$ cat src/rtl/uart_rx_8n1.sv
// UART 8N1 receiver: 2-FF synchronized line, per-bit divider, 3-sample
// majority vote mid-bit, one-cycle valid / framing-error strobes.
module uart_rx_8n1 #(
  parameter int unsigned CLK_FREQ = 12_000_000,
  parameter int unsigned BAUD     = 115200
) (
  input  logic       clk,
  input  logic       rst_n,
  input  logic       rx,
  output logic [7:0] rx_data,
  output logic       rx_valid,
  output logic       rx_frame_err,
  output logic       rx_busy
);

  localparam int unsigned DIV = (CLK_FREQ + BAUD / 2) / BAUD;
  localparam int unsigned CW  = $clog2(DIV);

  localparam logic [CW-1:0] CNT_LAST = CW'(DIV - 1);
  localparam logic [CW-1:0] SMP0     = CW'(DIV / 2 - 1);
  localparam logic [CW-1:0] SMP1     = CW'(DIV / 2);
  localparam logic [CW-1:0] DECIDE   = CW'(DIV / 2 + 1);

  typedef enum logic [2:0] {
    IDLE,
    START,
    DATA,
    STOP,
    WAIT_IDLE
  } state_e;

  state_e        state_q, state_d;
  logic          rx_meta_q, rx_s_q;
  logic [CW-1:0] cnt_q, cnt_d;
  logic          smp0_q, smp0_d;
  logic          smp1_q, smp1_d;
  logic [2:0]    bit_idx_q, bit_idx_d;
  logic [7:0]    shift_q, shift_d;
  logic [7:0]    data_q, data_d;
  logic          valid_q, valid_d;
  logic          ferr_q, ferr_d;
  logic          vote;
  logic          decide;

  always_ff @(posedge clk or negedge rst_n) begin
    if (!rst_n) begin
      rx_meta_q <= 1'b1;
      rx_s_q    <= 1'b1;
      state_q   <= IDLE;
      cnt_q     <= '0;
      smp0_q    <= 1'b1;
      smp1_q    <= 1'b1;
      bit_idx_q <= '0;
      shift_q   <= '0;
      data_q    <= '0;
      valid_q   <= 1'b0;
      ferr_q    <= 1'b0;
    end else begin
      rx_meta_q <= rx;
      rx_s_q    <= rx_meta_q;
      state_q   <= state_d;
      cnt_q     <= cnt_d;
      smp0_q    <= smp0_d;
      smp1_q    <= smp1_d;
      bit_idx_q <= bit_idx_d;
      shift_q   <= shift_d;
      data_q    <= data_d;
      valid_q   <= valid_d;
      ferr_q    <= ferr_d;
    end
  end

  assign vote   = (smp0_q & smp1_q) | (smp0_q & rx_s_q) | (smp1_q & rx_s_q);
  assign decide = (cnt_q == DECIDE);

  // cnt is zeroed only while idle; it free-runs modulo DIV through DATA and
  // STOP so every decision point lands exactly DIV cycles after the previous.
  always_comb begin
    state_d   = state_q;
    cnt_d     = (cnt_q == CNT_LAST) ? '0 : cnt_q + CW'(1);
    smp0_d    = (cnt_q == SMP0) ? rx_s_q : smp0_q;
    smp1_d    = (cnt_q == SMP1) ? rx_s_q : smp1_q;
    bit_idx_d = bit_idx_q;
    shift_d   = shift_q;
    data_d    = data_q;
    valid_d   = 1'b0;
    ferr_d    = 1'b0;
    unique case (state_q)
      IDLE: begin
        cnt_d = '0;
        if (!rx_s_q) state_d = START;
      end
      START: begin
        if (decide) begin
          if (vote) begin
            state_d = IDLE;
          end else begin
            state_d   = DATA;
            bit_idx_d = '0;
          end
        end
      end
      DATA: begin
        if (decide) begin
          shift_d   = {vote, shift_q[7:1]};
          bit_idx_d = bit_idx_q + 3'd1;
          if (bit_idx_q == 3'd7) state_d = STOP;
        end
      end
      STOP: begin
        if (decide) begin
          if (vote) begin
            data_d  = shift_q;
            valid_d = 1'b1;
            state_d = IDLE;
          end else begin
            ferr_d  = 1'b1;
            state_d = WAIT_IDLE;
          end
        end
      end
      WAIT_IDLE: begin
        cnt_d = '0;
        if (rx_s_q) state_d = IDLE;
      end
      default: state_d = IDLE;
    endcase
  end

  always_comb begin
    rx_busy      = (state_q != IDLE);
    rx_data      = data_q;
    rx_valid     = valid_q;
    rx_frame_err = ferr_q;
  end

endmodule

$ cat config.mk
export PLATFORM = sky130hd
export DESIGN_NAME = uart_rx_8n1
export DESIGN_NICKNAME = d
export VERILOG_FILES = /design/src/rtl/uart_rx_8n1.sv
export SDC_FILE = /design/constraint.sdc
export NUM_CORES = 1
export LEC_CHECK = 0
export CORE_MARGIN = 5
export CORE_UTILIZATION = 51
export CTS_CLUSTER_SIZE = 30
export DETAILED_ROUTE_END_ITERATION = 8
export PLACE_DENSITY = 0.72
export SYNTH_ARGS = -nofsm -noshare
export SYNTH_HDL_FRONTEND = slang
export SYNTH_SLANG_ARGS = --single-unit
$ cat constraint.sdc
create_clock -name clk -period 2.25 [get_ports clk]
set_input_delay 0.3375 -clock clk [delete_from_list [all_inputs] [get_ports clk]]
set_output_delay 0.3375 -clock clk [all_outputs]
set_load 0.005 [all_outputs]
==> Yosys cells after proc, flatten, opt, wreduce, memory -nomap -nowiden <==
Index checks and enable logic that the tools add are counted.
Widths: inputs -> output; s select.
{ "classes": {"addsub": 2, "n_eq_ne": 16, "mux": 21, "bitwise_logic": 5, "reduce_logical": 8} }
{ "op_table": {"columns": ["op", "n"], "rows": [
  ["$mux 3", 10],
  ["$eq 7x6->1 const B", 3],
  ["$pmux 3 s5", 1],
  ["$mux 7", 2],
  ["$ne 2x2->1 const B", 7],
  ["$add 7x1->7 const B", 1],
  ["$eq 7x7->1 const B", 1],
  ["$eq 3x2->1 const B", 2],
  ["$eq 3x3->1 const B", 2],
  ["$mux 1", 6],
  ["$pmux 3 s2", 1],
  ["$reduce_and 6->1", 1],
  ["$reduce_and 4->1", 1],
  ["$add 3x1->3 const B", 1],
  ["$and 1x1->1", 3],
  ["$eq 3x1->1 const B", 1],
  ["$logic_not 3->1", 1],
  ["$reduce_and 3->1", 1],
  ["$reduce_bool 3->1", 1],
  ["$mux 2", 1],
  ["$or 1x1->1", 2],
  ["$reduce_and 2->1", 1],
  ["$reduce_bool 2->1", 1],
  ["$reduce_or 2->1", 1]
]} }
{ "totals": {"register_bits": 35, "in_bits": 3, "output_inout_bits": 11} }

==> Longest topological paths before layout <==
{ "logic_depth": {"ltp_word": 6, "ltp_mapped": 6, "depth_no_buf": 5} }

==> Worst setup path after synthesis <==
Ideal clock, no wire load.
{ "synth_path": {"path_type": "register to register", "from": "register cnt_q[1]", "to": "register shift_q[0]", "setup_ns": 0.125, "arrival_ns": 1.521, "setup_slack_ns": 0.604, "stages_incl_launch_ff": 6, "synth_period_minus_slack_ns": 1.646, "path_cell_list": "dfrtp_1 -> inv_1 -> ha_1 -> nand3b_1 -> nor3_4 -> mux2_2"} }
{ "synth_between": {"elab_chain_len": 2} }
{ "synth_rtl": {"columns": ["element", "line", "source"], "rows": [
  ["from (decl)", "34", "logic [CW-1:0] cnt_q, cnt_d;"],
  ["from (signal assigned)", "62", "cnt_q <= cnt_d;"],
  ["$eq 7x6->1", "74", "assign decide = (cnt_q == DECIDE);"],
  ["$reduce_and 2->1 (no line)", null, null],
  ["to (signal assigned)", "66", "shift_q <= shift_d;"],
  ["to (decl)", "38", "logic [7:0] shift_q, shift_d;"]
]} }
Every way passes these cells.
A chain may end at the register's enable or synchronous reset.

==> Worst setup path after layout <==
{ "layout_path": {"from": "register state_q[1]", "to": "output port rx_busy"} }
{ "layout_between": {"elab_chain_len": 1} }
{ "layout_rtl": {"columns": ["element", "line", "source"], "rows": [
  ["from (decl)", "32", "state_e state_q, state_d;"],
  ["from (signal assigned)", "61", "state_q <= state_d;"],
  ["$reduce_bool 3->1", "131", "rx_busy = (state_q != IDLE);"],
  ["to (decl)", "13", "output logic rx_busy"]
]} }
Every way passes these cells.

==> summary.md <==
| Metric | Value |
|---|---|
| Final setup fails | 0 |
| Startpoint Class | flop |
| Critical path data arrival time | 1640 ps |
| Post-synth ARST share | 1.00 |
| Number of global-route vias before repair | 1,086 |
| Worst Min Path Start | rx_meta_q |
| Critical Path Start | state_q[1] |
| Post-synthesis adder-cell area fraction | 0.0455 |
| Max incr delay on CP | 490 ps |
| Post-synth top area share | 0.487 |
| Worst Tran Pin Value | 434 ps |
| Xor and xnor area share after synthesis | 0.0165 |
| Initial antenna violation count | 0 |
| Routed wire length | ~2800 um |
| CP Max Fanout | 10 |
| Multi-input gate area | 673 um^2 |
| Nature of the critical path endpoint | output pin |
| # hold bufs at CTS | 0 |
| Clk sinks | 35 |
| Die area | 4340 um^2 |
| Synthesized instance count | roughly 130 |
| HPWL after DPL | 1970 um |
| Slowest cell on crit path | dfrtp_1 |
| Worst Hold Path EP | rx_s_q |
| Crit path cell chain | or3_1 > clkdlybuf4s50_1 |
| DRC Markers | 0 |
| Port Buffers | 13 |
| Delay-heaviest family, CP | flip-flops |
| CTS tree | yes |
| Area contributors post-synth | dfrtp_1 49%, mux2_2 13%, dfstp_2 6.6% |
| Sequential Area | around 880 um^2 |
| Fillcell total | roughly 240 |
| Post-route minimum period | 1980 ps |
| Largest family of logic cells by synthesized area | simple AND/OR/NAND/NOR gates |
| Max-cap violations | 0 |
| Min-Delay Path Class | flop to flop |
| Overflow after GRT | 0 |
| P per Cell Area | 603 nW/um^2 |
| Finished Layout Cells | 193 |
| Post-synth EDFFs | 0 |
| Placed Area | 1770 um^2 |
| Worst R2R Start | cnt_q[1] |
| Flop and latch count out of synthesis | 35 |
| Core Region | 3030 um^2 |
| TritonRoute pass-1 iters | 4 |
| Gpl congestion | around 0.87 |
| IO Count | 14 |
| Root Buffer Master | clkbuf_4 |
| Post-route clock skew | 5.84 ps |
| Ys flop type | dfrtp_1 |
| Fraction of the mapped netlist area in simple logic gates | 0.170 |
| Initial DRC Count | 46 |
| Mux contribution to synthesized area | 0.127 |
| VDD IR-drop max | 0.407 mV |
| Setup TNS Final | 0 ps |
| Synth cell types | 38 |
| Sequential fraction of the synthesis area | 0.553 |
| Global Route Usage Sum | 0.160 |
| Overall Power | 1.12 mW |
| Site Rows | 20 |
| Reg power frac | 0.566 |
| Post-CTS resize count | 0 |
| Clock-pin slew on the worst setup and hold paths | 100 ps |
| Final period util | 0.880 |
| Worst-Skew Late Latency | 340 ps |
| Starting Density | 0.526 |
| Setup Fix Bufs, Post-CTS | 0 |
| Vias | 1,051 |
| Max Clk Rate | 0.505 GHz |
| Largest net degree at the start of global routing | 36 |
| Hold Fails Final Rpt | 0 |
| RSZ-0062 raised after global routing | no |
| Post-synthesis cell area | 1590 um^2 |
| Mapped Nets | ~140 |
| Worst Reg2Reg Path Length in Cells | 5 |
| Clock share of power | 0.419 |
| Setup CP Type | flop to output pin |
| Worst slew margin | 0.711 |
| # diodes | 0 |
| Worst Hold Depth | 0 |
| WP buf/inv | 1 |
| Die height | 65.9 um |
| DP Cell Count | 185 |
| Leakage | 0.843 nW |
| Worst EP required | 1910 ps |
| Share of cells above drive strength 1 | 0.242 |
| Internal Power | ~900 uW |
| Synth warn | 0 |
| Comb pwr share | 0.015 |
| Area Overhead vs Synth | 16.4% |
| Via/cell ratio | 5.45 |
| H-tree level count | 2 |
| Clock buffer count from CTS | 5 |
| Yosys top cell by area | dfrtp_1 |
| Syn Area/Cell | 12.2 um^2 |
| Sw Share | 0.197 |
| Post-synthesis compound-gate area fraction | 0.0628 |
| Cell area after layout | 1860 um^2 |
| WL/cell | 14.6 um |
| Nets | roughly 160 |
| First-pass GRT wire length | 5180 um |
| Psw | 220 uW |
| Clock Tree Buf Depth | 2 |
| Die width | 65.9 um |
| RR Endpoint | shift_q[5] |
| Reg2reg setup slack | 380 ps |
| Max Transition Viols Final | 0 |
| Outcome | finished, final reports clean |
| Post-DRT Antenna Nets | 0 |
[worst max path at each step]
stage	endpoint	depth (start not counted)
3_5_place_dp	shift_q[5]	5
2_1_floorplan	shift_q[0]	5
6_report	rx_busy	2
3_3_place_gp	shift_q[4]	5
5_1_grt	rx_busy	2
4_1_cts	rx_busy	2
[flip-flops by register name, indices dropped and copies added, names as in the netlist]
register / flops
bit_idx_q: 3
cnt_q: 7
rx_data: 8
rx_frame_err: 1
rx_meta_q: 1
rx_s_q: 1
rx_valid: 1
shift_q: 8
smp0_q: 1
smp1_q: 1
state_q: 3
[Yosys cell counts (3+ instances only)]
master	number
a21oi_1	4
dfrtp_1	31
dfstp_2	4
ha_1	5
inv_1	4
mux2_2	18
nand3_1	7
nor2_1	9
nor2b_1	3
o21ai_0	7
or3_1	3
[power by group through the flow]
| stage | logic (mW) | registers (mW) | clock network (mW) |
|---|---|---|---|
| after floorplan | 0.000636 | 0.646 | 0 |
| after global placement | 0.0175 | 0.646 | 0 |
| after detailed placement | 0.0178 | 0.646 | 0 |
| after CTS | 0.0176 | 0.634 | 0.487 |
| after global routing | 0.0195 | 0.635 | 0.514 |
| final | 0.0166 | 0.634 | 0.469 |
[per-layer routing]
layer	up-vias	GRT usage	part of all wire
li1	503	-	-
met1	517	0.208	0.45
met2	24	0.240	0.48
met3	7	0.0544	0.052
met4	0	0.0725	0.016
met5	-	0	0
[stage by stage]
stage	util	worst slack [ps]	hold WS, ps
after floorplan	-	604	41.9
after global placement	0.584	470	348
after detailed placement	0.584	394	348
after CTS	0.613	258	366
after global routing	0.613	211	367
final	0.613	269	363
[cell families (layout without fill, tap and decap cells)]
| family | count (synthesis) | after routing |
|---|---|---|
| AND/OR/NAND/NOR | 43 | 43 |
| buffers and inverters | 9 | 27 |
| XOR/XNOR | 3 | 3 |
| AO/OA/AOI/OAI | 17 | 17 |
| multiplexers | 18 | 18 |
| flip-flops | 35 | 35 |
| adder cells (fa/ha/maj) | 6 | 6 |
[cells in the final DEF (no fill, tap or decap), types with 2 or more instances in the layout]
| cell | count |
|---|---|
| dfrtp_1 | 31 |
| mux2_2 | 18 |
| clkdlybuf4s50_1 | 13 |
| nor2_1 | 9 |
| nand3_1 | 7 |
| o21ai_0 | 7 |
| ha_1 | 5 |
| clkbuf_4 | 5 |
| inv_1 | 4 |
| a21oi_1 | 4 |
| dfstp_2 | 4 |
| or3_1 | 3 |
| nor2b_1 | 3 |
| nand2_1 | 2 |
| xor2_1 | 2 |
| nand3b_1 | 2 |
| nand2b_1 | 2 |
| and3_1 | 2 |
| nand4_1 | 2 |
| o211ai_1 | 2 |
| buf_4 | 2 |
[cell type report]
class                           instances  area share
Clock buffer                            6      0.0276
Tap cell                               44      0.0297
Clock inverter                          2      0.0189
Multi-Input combinational cell         87       0.363
Inverter                                4     0.00809
Timing Repair Buffer                   15      0.0782
Sequential cell                        35       0.475
Power figures use the tool's default switching activity.
